===== src/rtl/muldiv_pkg.sv =====
// Shared encodings for the iterative multiply/divide unit: M-extension
// func3 codes and the 2-bit FSM state encoding.
package muldiv_pkg;

  localparam logic [2:0] F_MUL    = 3'b000;
  localparam logic [2:0] F_MULH   = 3'b001;
  localparam logic [2:0] F_MULHSU = 3'b010;
  localparam logic [2:0] F_MULHU  = 3'b011;
  localparam logic [2:0] F_DIV    = 3'b100;
  localparam logic [2:0] F_DIVU   = 3'b101;
  localparam logic [2:0] F_REM    = 3'b110;
  localparam logic [2:0] F_REMU   = 3'b111;

  typedef enum logic [1:0] {
    IDLE = 2'd0,
    CALC = 2'd1,
    FIX  = 2'd2,
    DONE = 2'd3
  } state_t;

endpackage


===== src/rtl/muldiv_unit.sv =====
// Iterative RISC-V M-extension multiply/divide unit. One bit per cycle:
// shift-add multiply and restoring divide share the hi/lo shift register
// and a single WIDTH+1-bit adder. Operands are reduced to magnitudes on
// acceptance and the sign is restored in the FIX cycle.
import muldiv_pkg::*;

module muldiv_unit #(
  parameter int WIDTH = 32
) (
  input  logic             clk,
  input  logic             rst,
  input  logic             start,
  input  logic [2:0]       func3,
  input  logic [WIDTH-1:0] op_a,
  input  logic [WIDTH-1:0] op_b,
  input  logic             flush,
  output logic             busy,
  output logic             done,
  output logic [WIDTH-1:0] result
);

  localparam int CNT_W = $clog2(WIDTH);
  localparam logic [CNT_W-1:0] CNT_LAST = CNT_W'(WIDTH - 1);

  state_t             state;
  logic [CNT_W-1:0]   cnt;
  logic [2:0]         op_q;
  logic               neg_q;     // product / quotient must be negated
  logic               neg_r;     // remainder takes the dividend's sign
  logic               dz;        // divide by zero: bypass sign correction
  logic [WIDTH-1:0]   hi;        // product high half / partial remainder
  logic [WIDTH-1:0]   lo;        // multiplier bits / dividend -> quotient
  logic [WIDTH-1:0]   mcand;     // multiplicand or divisor magnitude

  // acceptance-time decode
  logic [1:0]         sgn;
  logic               sa;
  logic               sb;
  logic [WIDTH-1:0]   a_mag;
  logic [WIDTH-1:0]   b_mag;

  // shared adder
  logic [WIDTH:0]     add_a;
  logic [WIDTH:0]     add_b;
  logic               add_cin;
  logic [WIDTH+1:0]   add_sum;
  logic               div_ge;

  // FIX-cycle result selection
  logic [2*WIDTH-1:0] prod_fix;
  logic [WIDTH-1:0]   quo_fix;
  logic [WIDTH-1:0]   rem_fix;
  logic [WIDTH-1:0]   fix_result;

  // {op_a signed, op_b signed} for each func3
  function automatic logic [1:0] op_signs(input logic [2:0] f);
    case (f)
      F_MULH, F_DIV, F_REM:           return 2'b11;
      F_MULHSU:                       return 2'b10;
      F_MUL, F_MULHU, F_DIVU, F_REMU: return 2'b00;
      default:                        return 2'b00;
    endcase
  endfunction

  function automatic logic [WIDTH-1:0] neg_if(input logic n, input logic [WIDTH-1:0] v);
    return n ? -v : v;
  endfunction

  function automatic logic [2*WIDTH-1:0] neg_if2(input logic n, input logic [2*WIDTH-1:0] v);
    return n ? -v : v;
  endfunction

  // Sign/magnitude conversion of the incoming operands
  always_comb begin
    sgn   = op_signs(func3);
    sa    = sgn[1] & op_a[WIDTH-1];
    sb    = sgn[0] & op_b[WIDTH-1];
    a_mag = neg_if(sa, op_a);
    b_mag = neg_if(sb, op_b);
  end

  // Single adder: add multiplicand (multiply) or subtract divisor (divide)
  always_comb begin
    add_a   = {1'b0, hi};
    add_b   = '0;
    add_cin = 1'b0;
    if (op_q[2]) begin
      add_a   = {hi, lo[WIDTH-1]};
      add_b   = ~{1'b0, mcand};
      add_cin = 1'b1;
    end else if (lo[0]) begin
      add_b   = {1'b0, mcand};
    end
    add_sum = {1'b0, add_a} + {1'b0, add_b} + {{(WIDTH+1){1'b0}}, add_cin};
    // carry out of the subtract means the shifted remainder >= divisor
    div_ge  = add_sum[WIDTH+1];
  end

  // Sign correction and result select for the FIX cycle
  always_comb begin
    prod_fix = neg_if2(neg_q, {hi, lo});
    quo_fix  = neg_if(neg_q, lo);
    rem_fix  = neg_if(neg_r, hi);
    if (!op_q[2]) begin
      fix_result = (op_q == F_MUL) ? prod_fix[WIDTH-1:0] : prod_fix[2*WIDTH-1:WIDTH];
    end else if (dz) begin
      fix_result = op_q[1] ? hi : lo;
    end else begin
      fix_result = op_q[1] ? rem_fix : quo_fix;
    end
  end

  // Control FSM, iteration counter and shared datapath registers
  always_ff @(posedge clk) begin
    if (rst) begin
      state  <= IDLE;
      cnt    <= '0;
      busy   <= 1'b0;
      done   <= 1'b0;
      result <= '0;
      op_q   <= '0;
      neg_q  <= 1'b0;
      neg_r  <= 1'b0;
      dz     <= 1'b0;
      hi     <= '0;
      lo     <= '0;
      mcand  <= '0;
    end else if (flush) begin
      state <= IDLE;
      cnt   <= '0;
      busy  <= 1'b0;
      done  <= 1'b0;
    end else begin
      case (state)
        IDLE: begin
          done <= 1'b0;
          if (start) begin
            op_q  <= func3;
            neg_q <= sa ^ sb;
            neg_r <= sa;
            cnt   <= '0;
            busy  <= 1'b1;
            if (func3[2] && (op_b == '0)) begin
              // divide by zero: preload the architectural results directly
              dz    <= 1'b1;
              hi    <= op_a;
              lo    <= '1;
              mcand <= '0;
              state <= FIX;
            end else begin
              dz    <= 1'b0;
              hi    <= '0;
              mcand <= func3[2] ? b_mag : a_mag;
              lo    <= func3[2] ? a_mag : b_mag;
              state <= CALC;
            end
          end
        end
        CALC: begin
          if (op_q[2]) begin
            hi <= div_ge ? add_sum[WIDTH-1:0] : add_a[WIDTH-1:0];
            lo <= {lo[WIDTH-2:0], div_ge};
          end else begin
            {hi, lo} <= {add_sum[WIDTH:0], lo[WIDTH-1:1]};
          end
          cnt <= cnt + CNT_W'(1);
          if (cnt == CNT_LAST) begin
            state <= FIX;
          end
        end
        FIX: begin
          result <= fix_result;
          done   <= 1'b1;
          busy   <= 1'b0;
          state  <= DONE;
        end
        DONE: begin
          done  <= 1'b0;
          state <= IDLE;
        end
        default: begin
          state <= IDLE;
          busy  <= 1'b0;
          done  <= 1'b0;
        end
      endcase
    end
  end

endmodule


===== config.mk =====
export PLATFORM = sky130hd
export DESIGN_NAME = muldiv_unit
export DESIGN_NICKNAME = d
export VERILOG_FILES = /design/src/rtl/muldiv_pkg.sv /design/src/rtl/muldiv_unit.sv
export SDC_FILE = /design/constraint.sdc
export NUM_CORES = 1
export LEC_CHECK = 0
export CAP_MARGIN = 5
export CORE_AREA = 2 2 209 211
export CTS_CLUSTER_SIZE = 12
export DETAILED_ROUTE_END_ITERATION = 10
export DIE_AREA = 0 0 211 213
export PLACE_DENSITY = 0.57
export SLEW_MARGIN = 20
export SYNTH_ARGS = -nofsm -noshare
export SYNTH_HDL_FRONTEND = slang
export SYNTH_SLANG_ARGS = --single-unit

===== constraint.sdc =====
create_clock -name clk -period 6.2 [get_ports clk]
set_clock_uncertainty 0.15 [all_clocks]
set_input_delay 1.86 -clock clk [delete_from_list [all_inputs] [get_ports clk]]
set_output_delay 1.86 -clock clk [all_outputs]
set_load 0.005 [all_outputs]

==> results.py <==
metrics = {
    "run": {
        "drv_cap": 0,
    },
    "clock_network": {
        "cts_buffers": 17,
        "ctsHtreeMaxLevel": 4,
        "cts.sinks": 143,
        "cts_hold_buf": 0,
        "cts_tree": "yes",
        "cts_resized": 0,
        "cts-root-buf": "clkbuf_16",
        "clockBufferDepth": 2,
        "clk_pin_slew_ps": 70,
        "post_cts_buffers": 0,
        "clock_latency_ps": 470,
    },
    "min_path": {
        "min_to": "result[29]",
        "hp-start": "result[29]",
        "hold_path_class": "flop to flop",
        "worstHoldPathCells": 2,
    },
    "die": {
        "io_pins": 105,
        "dieWidth_um": 211,
        "dieHeight_um": 213,
        "dieArea_um2": 44940,
        "initial_core_util": 0.3451,
        "core_um2": 42700,
        "core.rowCount": 76,
    },
    "setup_path": {
        "worstSetupPathType": "flop to flop",
        "cp.arrival_ps": 5560,
        "regToRegStartpoint": "lo[0]",
        "r2r_end": "hi[0]",
        "required_ps": 6370,
        "endpoint_kind": "flop",
        "cp-start-kind": "flop",
        "path_max_fanout": 14,
        "ff2ff_setup_slack_ps": 820,
        "worstRegToRegCells": 14,
    },
    "power_and_ir_drop": {
        "ir_drop_mv": 0.2375,
        "p_leak_uw": 0.005670,
        "power_density_nw_per_um2": 201.9,
    },
    "placed_design": {
        "io_buffers": 104,
        "dp_cells": 2610,
        "place_hpwl_um": 50540,
        "place.gp.congestion": 0.9682,
    },
    "final_layout": {
        "nets": 2198,
        "layout_common_cells": "nand2_1 (279), a21oi_1 (196), nor2_1 (175), o21ai_0 (164), dfxtp_1 (140)",
        "drive_gt1_frac": 0.06874,
        "layout_commonest_cell": "nand2_1",
        "area_growth_pct": 12.94,
        "fin_cells": 2641,
        "fill_cells": 4481,
        "n_antenna_cell": 0,
    },
    "synth": {
        "yosysUniqueCellTypes": 83,
        "synth_area_um2": 14730,
        "syn_nets": 2228,
        "synth_warnings": 0,
        "synth_ff_type": "dfxtp_1",
        "syn_inst": 2113,
        "synth-edff-count": 0,
        "ys_seq_area_frac": 0.1943,
        "synthArstFlopShare": 0,
        "ys_ff_latch": 143,
        "avgSynthCellArea_um2": 6.973,
    },
    "routing": {
        "firstDrtPassIters": 6,
        "drt-initial-drc-count": 2069,
        "antenna_left": 0,
        "totalWireLength_um": 66570,
        "drc": 0,
        "post_drt_wl_per_cell_um": 25.21,
        "via_per_inst": 6.363,
        "dr_total_vias": 16810,
    },
    "sta": {
        "setup_viol": 0,
        "fin_crit_sh": 0.8685,
        "hold_viol": 0,
        "grt_setup_unrepaired": "false",
        "maxSlewHeadroom": 0.2039,
        "clock.fmax_mhz": 185.7,
        "final_max_slew_viol_count": 0,
        "fin_crit_ps": 5384,
        "tns_ps": 0,
        "worst_slew_pin_slew_ps": 1183,
    },
    "grt": {
        "overflow": 0,
        "grt_max_degree": 76,
        "grt_pass1_wl_um": 99130,
        "antenna_found_initial": 0,
        "grt_pass1_vias": 15560,
        "grt_use_total": 0.2921,
    },
    "status": {
        "status": "finished, final reports clean",
    },
}
-- per-layer routing --
metal	wire, um	vias up	GRT usage
li1	-	7704	-
met1	28790	8028	0.3972
met2	28860	911	0.4535
met3	5622	163	0.04398
met4	3296	0	0.1372
met5	0	-	0
-- stage by stage --
| stage | hold WS (ps) | power (uW) | setup slack [ps] | area, um2 | util |
|---|---|---|---|---|---|
| after floorplan | 278.3 | 1811 | 1485 | 14730 | - |
| after global placement | 291.8 | 2216 | 899.5 | 16040 | 0.3756 |
| after detailed placement | 301.4 | 2224 | 763.6 | 16040 | 0.3756 |
| after CTS | 310.4 | 3323 | 1000 | 16630 | 0.3896 |
| after global routing | 323.6 | 3486 | 675.3 | 16640 | 0.3898 |
| final | 303.7 | 3359 | 815.6 | 16640 | 0.3898 |
-- worst max-delay path, stage by stage (launching register included) --
cell and delay, ps:
dfxtp_1 480, inv_1 200, nor2_2 650, nand2_1 100, o21ai_0 100, ha_1 320, a21oi_1 300, nor2b_1 430
a211oi_1 250, o2111ai_1 610, o21a_1 710, buf_4 310, mux2i_1 120, a221oi_1 400, a211oi_1 90
-- how the worst max path moves through the flow --
| stage | from | endpoint | slack [ps] | cells past startpoint |
|---|---|---|---|---|
| 2_1_floorplan | op_q[2] | hi[28] | 1490 | 15 |
| 3_3_place_gp | op_b[24] | hi[14] | 900 | 10 |
| 6_report | lo[0] | hi[0] | 820 | 14 |
| 5_1_grt | lo[0] | hi[1] | 680 | 15 |
| 4_1_cts | lo[0] | hi[0] | 1000 | 14 |
| 3_5_place_dp | op_b[24] | hi[14] | 760 | 10 |
-- logic make-up (layout without fill, tap and decap cells) --
logic type | count (synthesis) | count (layout) | synth area share
and+or+nand+nor | 747 | 747 | 0.2382
xor gates and xnor gates | 148 | 148 | 0.08798
adders and majority gates | 44 | 44 | 0.03838
AOI/OAI and AO/OA | 681 | 681 | 0.2974
muxes | 112 | 112 | 0.08127
buffers and inverters | 238 | 220 | 0.06250
DFF | 143 | 143 | 0.1943
-- synthesized netlist by cell type, drive strengths merged, types with 7 or more instances --
cell type  count  area (um2)
o41ai         14       130.1
nand4         19       118.9
xor2          68       595.6
nand3         44       220.2
o21ai        168       840.8
or4           21       165.2
o221ai         9       78.83
and3          15       93.84
dfxtp        143        2863
a21o          14       105.1
o22ai         20       125.1
o31ai         26       209.0
and2           8       50.05
a31oi         19       118.9
a21oi        196       980.9
a22oi          9       67.56
nor2         178       668.1
a221oi        29       254.0
a211oi        40       300.3
nand2b        16       100.1
nor3          58       290.3
a32o          10       100.1
buf           35       152.6
o311ai         7       61.31
or3           23       148.9
mux2i         78       780.8
nor2b         16       100.1
o211ai        33       247.7
xnor2         80       700.7
a221o         10       100.1
o21a          10       75.07
clkbuf       162       614.3
nor4          30       187.7
or2           11       68.82
nand2        279        1047
ha            42       525.5
mux2          31       349.1
inv           40       150.1
a22o          13       113.9
-- power by group --
group          total (uW)  leakage, uW  switching [uW]  internal, uW
clock                1110     0.000271             482           631
combinational        1130      0.00423             722           403
sequential           1120      0.00117             146           975
-- area by class of cell --
class	count	area (um2)	share of cell area
multi-input combinational	1732	10980	0.6595
sequential	143	2869	0.1724
timing repair buffer	148	1364	0.08195
tap	546	683.2	0.04105
clock buffer	18	429.2	0.02579
clock inverter	13	166.4	0.01000
inverter	41	153.9	0.009248
-- state kept, by name, indices dropped and copies added, names as in the netlist --
signal / count
op_q: 3
result: 32
mcand: 32
done: 1
cnt: 5
lo: 32
busy: 1
neg_r: 1
neg_q: 1
state: 2
hi: 32
dz: 1
No activity file was read; power rests on OpenSTA's default activity.
